### config.mk
export PLATFORM = sky130hd
export DESIGN_NAME = paula_floppy_mfm_serializer_flat
export DESIGN_NICKNAME = d
export VERILOG_FILES = /design/src/rtl/paula_floppy_mfm_serializer_if.sv /design/src/rtl/paula_floppy_mfm_serializer.sv /design/src/flat_wrapper.sv
export SDC_FILE = /design/constraint.sdc
export NUM_CORES = 1
export LEC_CHECK = 0
export ABC_AREA = 1
export CAP_MARGIN = 25
export CORE_ASPECT_RATIO = 0.5
export CORE_UTILIZATION = 51
export DETAILED_ROUTE_END_ITERATION = 6
export GPL_ROUTABILITY_DRIVEN = 1
export HOLD_SLACK_MARGIN = 0.08
export PLACE_DENSITY = 0.77
export SYNTH_ARGS = -nofsm -noshare
export SYNTH_HDL_FRONTEND = slang
export SYNTH_SLANG_ARGS = --single-unit
### constraint.sdc
create_clock -name clk_i -period 2.42 [get_ports clk_i]
set_clock_uncertainty 0.15 [all_clocks]
set_input_delay 0.363 -clock clk_i [delete_from_list [all_inputs] [get_ports clk_i]]
set_output_delay 0.363 -clock clk_i [all_outputs]
set_load 0.02 [all_outputs]
### src/rtl/paula_floppy_mfm_serializer_if.sv
// Bundle between the floppy FIFO read port, the write-DMA control and the
// MFM bit-cell serializer. The master side drives the controls and the FIFO
// head; the slave side (the serializer) returns the pop request and the bitstream.
interface paula_floppy_mfm_serializer_if #(
  parameter int unsigned LEN_W = 14
);
  logic             clk7_en;
  logic             enable;
  logic             start;
  logic [LEN_W-1:0] len;
  logic [15:0]      fifo_in;
  logic             fifo_empty;
  logic             fifo_rd;
  logic             bit_out;
  logic             bit_strobe;
  logic             busy;
  logic             done;
  logic             underrun;
  logic [LEN_W-1:0] words_left;

  modport master (
    output clk7_en, enable, start, len, fifo_in, fifo_empty,
    input  fifo_rd, bit_out, bit_strobe, busy, done, underrun, words_left
  );

  modport slave (
    input  clk7_en, enable, start, len, fifo_in, fifo_empty,
    output fifo_rd, bit_out, bit_strobe, busy, done, underrun, words_left
  );
endinterface

### src/rtl/paula_floppy_mfm_serializer.sv
// Disk-write MFM serializer: pops 16-bit words from the floppy FIFO and shifts
// them out MSB-first as bit cells of CELL_DIV enabled cycles each. One word is
// prefetched into a hold register so consecutive words form a gapless stream.
module paula_floppy_mfm_serializer #(
  parameter int unsigned CELL_DIV = 14,
  parameter int unsigned LEN_W    = 14
) (
  input  logic                        clk_i,
  input  logic                        rst_i,
  paula_floppy_mfm_serializer_if.slave bus_io
);

  localparam int unsigned      CellW    = (CELL_DIV > 1) ? $clog2(CELL_DIV) : 1;
  localparam logic [CellW-1:0] CellLast = CellW'(CELL_DIV - 1);

  localparam logic [2:0] StIdle  = 3'd0;
  localparam logic [2:0] StPrime = 3'd1;
  localparam logic [2:0] StShift = 3'd2;
  localparam logic [2:0] StStall = 3'd3;
  localparam logic [2:0] StDone  = 3'd4;

  logic [2:0]       state_q, state_d;
  logic [15:0]      shreg_q, shreg_d;
  logic [3:0]       bitcnt_q, bitcnt_d;
  logic [CellW-1:0] cellcnt_q, cellcnt_d;
  logic [15:0]      hold_q, hold_d;
  logic             hold_valid_q, hold_valid_d;
  logic [LEN_W-1:0] fetch_left_q, fetch_left_d;
  logic [LEN_W-1:0] words_left_q, words_left_d;
  logic             guard_q, guard_d;
  logic             bit_q, bit_d;
  logic             strobe_q, strobe_d;
  logic             underrun_q, underrun_d;

  logic active;
  logic fetch;
  logic load;

  assign active = (state_q == StPrime) || (state_q == StShift) || (state_q == StStall);

  // Guard blocks a second pop right after the first: the empty flag and the
  // registered head word both trail a pop by one enabled cycle.
  assign fetch = active && bus_io.enable && !hold_valid_q && (fetch_left_q != '0) &&
                 !bus_io.fifo_empty && !guard_q;

  // Next-state logic: prefetch, FSM sequencing, cell timing and abort.
  always_comb begin
    state_d      = state_q;
    shreg_d      = shreg_q;
    bitcnt_d     = bitcnt_q;
    cellcnt_d    = cellcnt_q;
    hold_d       = hold_q;
    hold_valid_d = hold_valid_q;
    fetch_left_d = fetch_left_q;
    words_left_d = words_left_q;
    guard_d      = 1'b0;
    bit_d        = bit_q;
    strobe_d     = 1'b0;
    underrun_d   = underrun_q;
    load         = 1'b0;

    if (fetch) begin
      hold_d       = bus_io.fifo_in;
      hold_valid_d = 1'b1;
      fetch_left_d = fetch_left_q - LEN_W'(1);
      guard_d      = 1'b1;
    end

    case (state_q)
      StIdle: begin
        if (bus_io.start && bus_io.enable) begin
          if (bus_io.len != '0) begin
            fetch_left_d = bus_io.len;
            words_left_d = bus_io.len;
            underrun_d   = 1'b0;
            state_d      = StPrime;
          end else begin
            state_d = StDone;
          end
        end
      end
      StPrime, StStall: begin
        // Stall restarts cell timing from scratch, exactly like the first word.
        if (hold_valid_q) begin
          load = 1'b1;
        end
      end
      StShift: begin
        cellcnt_d = cellcnt_q + CellW'(1);
        if (cellcnt_q == CellLast) begin
          cellcnt_d = '0;
          if (bitcnt_q != 4'd0) begin
            shreg_d  = {shreg_q[14:0], 1'b0};
            bit_d    = shreg_q[14];
            strobe_d = 1'b1;
            bitcnt_d = bitcnt_q - 4'd1;
          end else begin
            words_left_d = words_left_q - LEN_W'(1);
            if (words_left_q == LEN_W'(1)) begin
              bit_d   = 1'b0;
              state_d = StDone;
            end else if (hold_valid_q) begin
              load = 1'b1;
            end else begin
              underrun_d = 1'b1;
              bit_d      = 1'b0;
              state_d    = StStall;
            end
          end
        end
      end
      StDone: begin
        bit_d   = 1'b0;
        state_d = StIdle;
      end
      default: begin
        state_d = StIdle;
      end
    endcase

    if (load) begin
      shreg_d      = hold_q;
      hold_valid_d = 1'b0;
      bitcnt_d     = 4'd15;
      cellcnt_d    = '0;
      bit_d        = hold_q[15];
      strobe_d     = 1'b1;
      state_d      = StShift;
    end

    // Abort wins over everything; the sticky underrun survives it.
    if ((state_q != StIdle) && !bus_io.enable) begin
      state_d      = StIdle;
      shreg_d      = '0;
      bitcnt_d     = '0;
      cellcnt_d    = '0;
      hold_d       = '0;
      hold_valid_d = 1'b0;
      fetch_left_d = '0;
      words_left_d = '0;
      guard_d      = 1'b0;
      bit_d        = 1'b0;
      strobe_d     = 1'b0;
    end
  end

  // State registers: async reset, advance only on clk7_en.
  always_ff @(posedge clk_i or posedge rst_i) begin
    if (rst_i) begin
      state_q      <= StIdle;
      shreg_q      <= '0;
      bitcnt_q     <= '0;
      cellcnt_q    <= '0;
      hold_q       <= '0;
      hold_valid_q <= 1'b0;
      fetch_left_q <= '0;
      words_left_q <= '0;
      guard_q      <= 1'b0;
      bit_q        <= 1'b0;
      strobe_q     <= 1'b0;
      underrun_q   <= 1'b0;
    end else if (bus_io.clk7_en) begin
      state_q      <= state_d;
      shreg_q      <= shreg_d;
      bitcnt_q     <= bitcnt_d;
      cellcnt_q    <= cellcnt_d;
      hold_q       <= hold_d;
      hold_valid_q <= hold_valid_d;
      fetch_left_q <= fetch_left_d;
      words_left_q <= words_left_d;
      guard_q      <= guard_d;
      bit_q        <= bit_d;
      strobe_q     <= strobe_d;
      underrun_q   <= underrun_d;
    end
  end

  // Pulses are qualified by clk7_en so each lasts exactly one enabled cycle.
  assign bus_io.fifo_rd    = bus_io.clk7_en && fetch;
  assign bus_io.bit_strobe = bus_io.clk7_en && strobe_q;
  assign bus_io.done       = bus_io.clk7_en && (state_q == StDone);
  assign bus_io.bit_out    = bit_q;
  assign bus_io.busy       = active;
  assign bus_io.underrun   = underrun_q;
  assign bus_io.words_left = words_left_q;

endmodule

### src/flat_wrapper.sv
// flat-port wrapper written by rule: the top's interface ports become plain ports
module paula_floppy_mfm_serializer_flat 
#(
  parameter int unsigned CELL_DIV = 14,
  parameter int unsigned LEN_W    = 14
)
  (clk_i, rst_i, bus_io_clk7_en, bus_io_enable, bus_io_start, bus_io_len, bus_io_fifo_in, bus_io_fifo_empty, bus_io_fifo_rd, bus_io_bit_out, bus_io_bit_strobe, bus_io_busy, bus_io_done, bus_io_underrun, bus_io_words_left);
  paula_floppy_mfm_serializer_if #(.LEN_W(LEN_W)) bus_io_i ();
  input  logic clk_i;
  input  logic rst_i;
  input wire logic [$bits(bus_io_i.clk7_en)-1:0] bus_io_clk7_en;
  input wire logic [$bits(bus_io_i.enable)-1:0] bus_io_enable;
  input wire logic [$bits(bus_io_i.start)-1:0] bus_io_start;
  input wire logic [$bits(bus_io_i.len)-1:0] bus_io_len;
  input wire logic [$bits(bus_io_i.fifo_in)-1:0] bus_io_fifo_in;
  input wire logic [$bits(bus_io_i.fifo_empty)-1:0] bus_io_fifo_empty;
  output wire logic [$bits(bus_io_i.fifo_rd)-1:0] bus_io_fifo_rd;
  output wire logic [$bits(bus_io_i.bit_out)-1:0] bus_io_bit_out;
  output wire logic [$bits(bus_io_i.bit_strobe)-1:0] bus_io_bit_strobe;
  output wire logic [$bits(bus_io_i.busy)-1:0] bus_io_busy;
  output wire logic [$bits(bus_io_i.done)-1:0] bus_io_done;
  output wire logic [$bits(bus_io_i.underrun)-1:0] bus_io_underrun;
  output wire logic [$bits(bus_io_i.words_left)-1:0] bus_io_words_left;
  assign bus_io_i.clk7_en = bus_io_clk7_en;
  assign bus_io_i.enable = bus_io_enable;
  assign bus_io_i.start = bus_io_start;
  assign bus_io_i.len = bus_io_len;
  assign bus_io_i.fifo_in = bus_io_fifo_in;
  assign bus_io_i.fifo_empty = bus_io_fifo_empty;
  assign bus_io_fifo_rd = bus_io_i.fifo_rd;
  assign bus_io_bit_out = bus_io_i.bit_out;
  assign bus_io_bit_strobe = bus_io_i.bit_strobe;
  assign bus_io_busy = bus_io_i.busy;
  assign bus_io_done = bus_io_i.done;
  assign bus_io_underrun = bus_io_i.underrun;
  assign bus_io_words_left = bus_io_i.words_left;
  paula_floppy_mfm_serializer #(.CELL_DIV(CELL_DIV), .LEN_W(LEN_W)) u_core (.clk_i(clk_i), .rst_i(rst_i), .bus_io(bus_io_i));
endmodule
**Word-level counts from Yosys, hierarchy flattened**

Cells that the tools add are included.

- Output and inout port bits: 20
- Flip-flop bits (word level): 75
- Bits of input ports: 36
- Logic and storage cells: 141

- Reductions and logical operators: 38
- Add/sub/neg operators: 4
- Equal/unequal tests: 22
- Mux-type cells: 65

Operators with widths:

| operator | number |
|---|---|
| 2-to-1 mux 14 bit | 10 |
| 2-to-1 mux 15 bit | 5 |
| 2-to-1 mux 4 bit | 9 |
| 2-to-1 mux 16 bit | 2 |
| case mux 14 bit (2 select lines) | 1 |
| nonzero test 14 bit | 2 |
| subtractor 14 x 1 -> 14 bit (second input constant) | 2 |
| 2-to-1 mux 1 bit | 26 |
| 2-to-1 mux 3 bit | 8 |
| nonzero test 3 bit | 6 |
| equality test 14 x 1 -> 1 bit (second input constant) | 1 |
| AND reduction 6 bit | 2 |
| logical AND 1 bit | 10 |
| != test 3 x 1 -> 1 bit (second input constant) | 3 |
| case mux 3 bit (3 select lines) | 1 |
| != test 2 bit (second input constant) | 4 |
| != test 4 x 3 -> 1 bit (second input constant) | 2 |
| AND reduction 4 bit | 2 |
| AND reduction 8 bit | 1 |
| nonzero test 4 bit | 2 |
| equality test 3 x 2 -> 1 bit (second input constant) | 2 |
| != test 3 bit (second input constant) | 2 |
| != test 6 bit (second input constant) | 1 |
| case mux 1 bit (2 select lines) | 3 |
| other kinds (14) | 22 |

**Longest topological paths before layout**

- Depth in word-level cells: 13
- Depth in mapped cells: 14
- Gate-level depth less buffers: 13

**Worst setup path before layout**

Ideal clock, no wire load.

- Kind: reg-to-reg
- From: register u_core.words_left_q[1], in the netlist u_core.bus_io.words_left[1]
- To: register u_core.shreg_q[6]
- Cell stages (with the launch flop): 14
- Period minus slack after synthesis: 1,924 ps
- Buffers on the path: 2
- Arrival time: 1,657 ps
- Data required time: 2,154 ps
- Path slack: 496 ps
- Setup time: 116 ps
- Cell sequence: dfrtp_1 > inv_1 > ha_1 > nand3_1 > nor2_1 > nand2_2 > nand2_4 > nand2_1 > buf_6 > buf_12 > nand3_1 > o21ai_0 > nand2_1 > nand2_1

- Cells in the longest elaborated chain, start to end: 7
- Elaborated cells on any way between the ends: 11
- Classes of those cells: eq/ne (1); mux (6); reduce/logical (4)

Ends and longest elaborated chain:

| element | RTL line | RTL |
|---|---|---|
| start: declaration | paula_floppy_mfm_serializer.sv:29 | `logic [LEN_W-1:0] words_left_q, words_left_d;` |
| start signal: assignment | paula_floppy_mfm_serializer.sv:170 | `words_left_q <= words_left_d;` |
| equality test 14 x 1 -> 1 bit * | paula_floppy_mfm_serializer.sv:99 | `if (words_left_q == LEN_W'(1)) begin` |
| 2-to-1 mux 1 bit * | paula_floppy_mfm_serializer.sv:99 |  |
| 2-to-1 mux 1 bit * | paula_floppy_mfm_serializer.sv:92 | `if (bitcnt_q != 4'd0) begin` |
| 2-to-1 mux 1 bit * | paula_floppy_mfm_serializer.sv:90 | `if (cellcnt_q == CellLast) begin` |
| case mux 1 bit (2 select lines) * | paula_floppy_mfm_serializer.sv:69 | `case (state_q)` |
| nonzero test 3 bit (no line) or 2-to-1 mux 15 bit (tied branches) | n/a |  |
| AND reduction 4 bit (no line) or 2-to-1 mux 15 bit (tied branches) | n/a |  |
| end signal: assignment | paula_floppy_mfm_serializer.sv:164 | `shreg_q <= shreg_d;` |
| end: declaration | paula_floppy_mfm_serializer.sv:23 | `logic [15:0] shreg_q, shreg_d;` |

Every way passes the cells marked *; elsewhere a longest branch is shown, timed or not.
A chain may end at the register's enable or synchronous reset.

**Worst setup path in the final report**

- From: register u_core.state_q[0]
- To: output port bus_io_done

- Cells in the longest elaborated chain, start to end: 2

Ends and longest elaborated chain:

| element | RTL line | RTL |
|---|---|---|
| start: declaration | paula_floppy_mfm_serializer.sv:22 | `logic [2:0] state_q, state_d;` |
| start signal: assignment | paula_floppy_mfm_serializer.sv:150 | `state_q <= StIdle;` |
| start signal: assignment | paula_floppy_mfm_serializer.sv:163 | `state_q <= state_d;` |
| equality test 3 bit | paula_floppy_mfm_serializer.sv:181 | `assign bus_io.done = bus_io.clk7_en && (state_q == StDone);` |
| logical AND 1 bit | paula_floppy_mfm_serializer.sv:181 |  |
| end: declaration | flat_wrapper.sv:21 | `output wire logic [$bits(bus_io_i.done)-1:0] bus_io_done;` |

Every way passes these cells.

==> results.md <==
- Failing checks: DRC
- Sequential area share after synthesis: 39.2%
- YS warnings: 0
- Worst reg-to-reg path cell count: 13
- Initial Utilization: 53.7%
- Largest net degree at the start of global routing: 35
- Cell Pwr Density: 1130 nW/um^2
- Post-Syn Nets: 742
- Routed length per instance: 12.8 um
- Multi-input logic area: 2410 sq um
- CTS sink count: 75
- DRT Pass-1 Iters: 7
- Slew at the pin with the worst max-slew slack: 0.504 ns
- First-pass GRT wire length: 20.0 mm
- Final Hold Viols: 0
- PnR Total Power: 6.70 mW
- Reg clk slew, reported paths: 0.06 ns
- # fillers: 796
- CTS Hold Bufs: 0
- Synthesized area per cell: 6.86 sq um
- Via density: 5.11
- Pins over their slew limit: 0
- Clk Latency, worst-skew pair: 0.35 ns
- Synth unique cells: 36
- Count of state elements after synthesis: 75
- Layout cells sized above 1: 11.3%
- Final hold slack: 0.246 ns
- Vias in the first global route: 4279
- I/O Buffers: 55
- Reg2reg setup slack: 0.25 ns
- CP arrival: 1.81 ns
- Most frequent cells in the layout: 226 x nand2_1, 88 x inv_1, 79 x o21ai_0, 75 x dfrtp_1, 64 x nor2_1
- Clock Path Buffers: 2
- CP Capture Type: output port
- Die Wd: 139 um
- Max-Cap Viols: 0
- Commonest non-fill, non-tap cell in the layout: nand2_1
- Vias: 4581
- Outcome: finished with violations
- Diodes inserted: 0
- Total die area: 9810 sq um
- Storage cell area: 1880 sq um
- CTS tree: yes
- Minimum clock period: 2.32 ns
- Leakage: 2.96 nW
- Synthesized area: 4790 sq um
- Initial antenna violation count: 0
- Worst r2r src: u_core.bitcnt_q[0]$_DFFE_PP0P_
- Critical R2R Capture: u_core.state_q[2]$_DFFE_PP0P_
- CORE AREA: 8920 sq um
- CTS Root Cell: clkbuf_16
- Total global routing overflow: 0
- HPWL after DPL: 8.22 mm
- CP startpoint kind: flop
- Data required, critical path: 1.91 ns
- CP Class: reg2out
- RSZ-0062 raised after global routing: false
- Post-route cell area: 5930 sq um
- Crit Path Max Fanout: 3
- GRT Total Usage: 25.6%
- WL final: 11.5 mm
- Slew margin rel.: 66.3%
- Number of I/O pins: 56
- Setup TNS: 0 ns
- Site Rows: 24
- CTS buffer count: 9
- CP startpoint: u_core.state_q[0]$_DFFE_PP0P_
- DRT antenna net count: 0
- P&R area growth vs syn: 23.8%
- Setup violators final: 0
- Nets: 817
- Period Utilization, post-route: 95.8%
- Die height: 70.6 um
- Worst min-delay path class: in2async
- Placed inst area: 5620 sq um
- Post-Syn Instances: 699
- Initial drt markers: 300
- RePlAce Congestion: 0.892
- Achievable Freq: 431 MHz
- Drc violations: 3
- Maximum vdd drop: 0.414 mV
- H-tree levels: 3
-- worst max-delay path, stage by stage, from the launching register on --
cell	delay (ns)
dfrtp_1	0.41
inv_2	0.08
nand2_2	0.08
inv_1	0.08
nand2_1	0.11
nor2_1	0.10
clkdlybuf4s50_1	0.60
-- worst max path at each step --
stage                     cells past startpoint                             to  slack (ns)
after floorplan                              13  u_core.shreg_q[6]$_DFFE_PP0P_        0.50
after global placement                       10                 bus_io_fifo_rd       -0.20
after detailed placement                     10                 bus_io_fifo_rd       -0.22
after CTS                                     9                 bus_io_fifo_rd        0.02
after global routing                          6                    bus_io_done        0.02
final                                         6                    bus_io_done        0.10
-- cells in the mapped netlist, drive strengths merged --
library cell	number	area, sq um
nand3	60	318
o211ai	2	15.0
o21a	2	15.0
nor2	74	325
nand4	8	50.1
nand2	237	932
ha	7	87.6
clkbuf	7	27.5
inv	97	367
o21ai	84	432
o22ai	3	18.8
nor3	1	5.00
buf	14	124
a21oi	7	46.3
or2	8	50.1
dfrtp	75	1880
clkinv	1	3.75
xnor2	3	26.3
xor2	5	43.8
nand3b	4	30.0
-- routing by layer --
layer	global-route usage, %	share of wire, %
met5	0	0
met4	6.91	1.0
met3	5.55	4.5
met2	41.5	46
met1	35.3	48
-- power breakdown --
group          leakage [nW]  total [mW]  switching [mW]  internal (mW)
logic                  1.82        3.11            1.86           1.25
clock network         0.153        1.40           0.587          0.817
registers             0.991        2.18           0.448           1.74
-- per-stage QoR --
step,worst slack (ns),utilization [%],std cells
floorplan,0.496,-,699
global placement,-0.204,63.0,880
detailed placement,-0.219,63.0,880
CTS,0.0171,66.4,896
global route,0.0153,66.5,896
finish,0.101,66.5,896
-- layout make-up --
type	count	share of cell area, %
repair buffers	85	13.8
clock inverters	7	1.37
clock buffers	9	3.80
multi-input cells	505	40.6
flip-flops and latches	75	31.6
well taps	117	2.47
inverters	98	6.31
-- flip-flops by register name (all words and copies together) (netlist names), 3 cells and up --
name	flops
u_core.bitcnt_q	4
u_core.cellcnt_q	4
u_core.state_q	3
u_core.bus_io.words_left	14
u_core.shreg_q	15
u_core.fetch_left_q	14
u_core.hold_q	16
-- cell families (layout without fill, tap and decap cells) --
logic type                 count (synthesis)  in the layout  share of synthesized area (%)
buffers and inverters                    119            199                           10.9
DFF                                       75             75                           39.2
adders and majority gates                  7              7                           1.83
and+or+nand+nor                          392            392                           35.7
AOI/OAI and AO/OA                         98             98                           11.0
xor gates and xnor gates                   8              8                           1.46
-- repair_timing --
item / in CTS / in global routing
resized for setup: 2 / 5
setup buffers: 0 / 0
endpoints found under the setup margin: 1 / 11
Power figures use the tool's default switching activity.
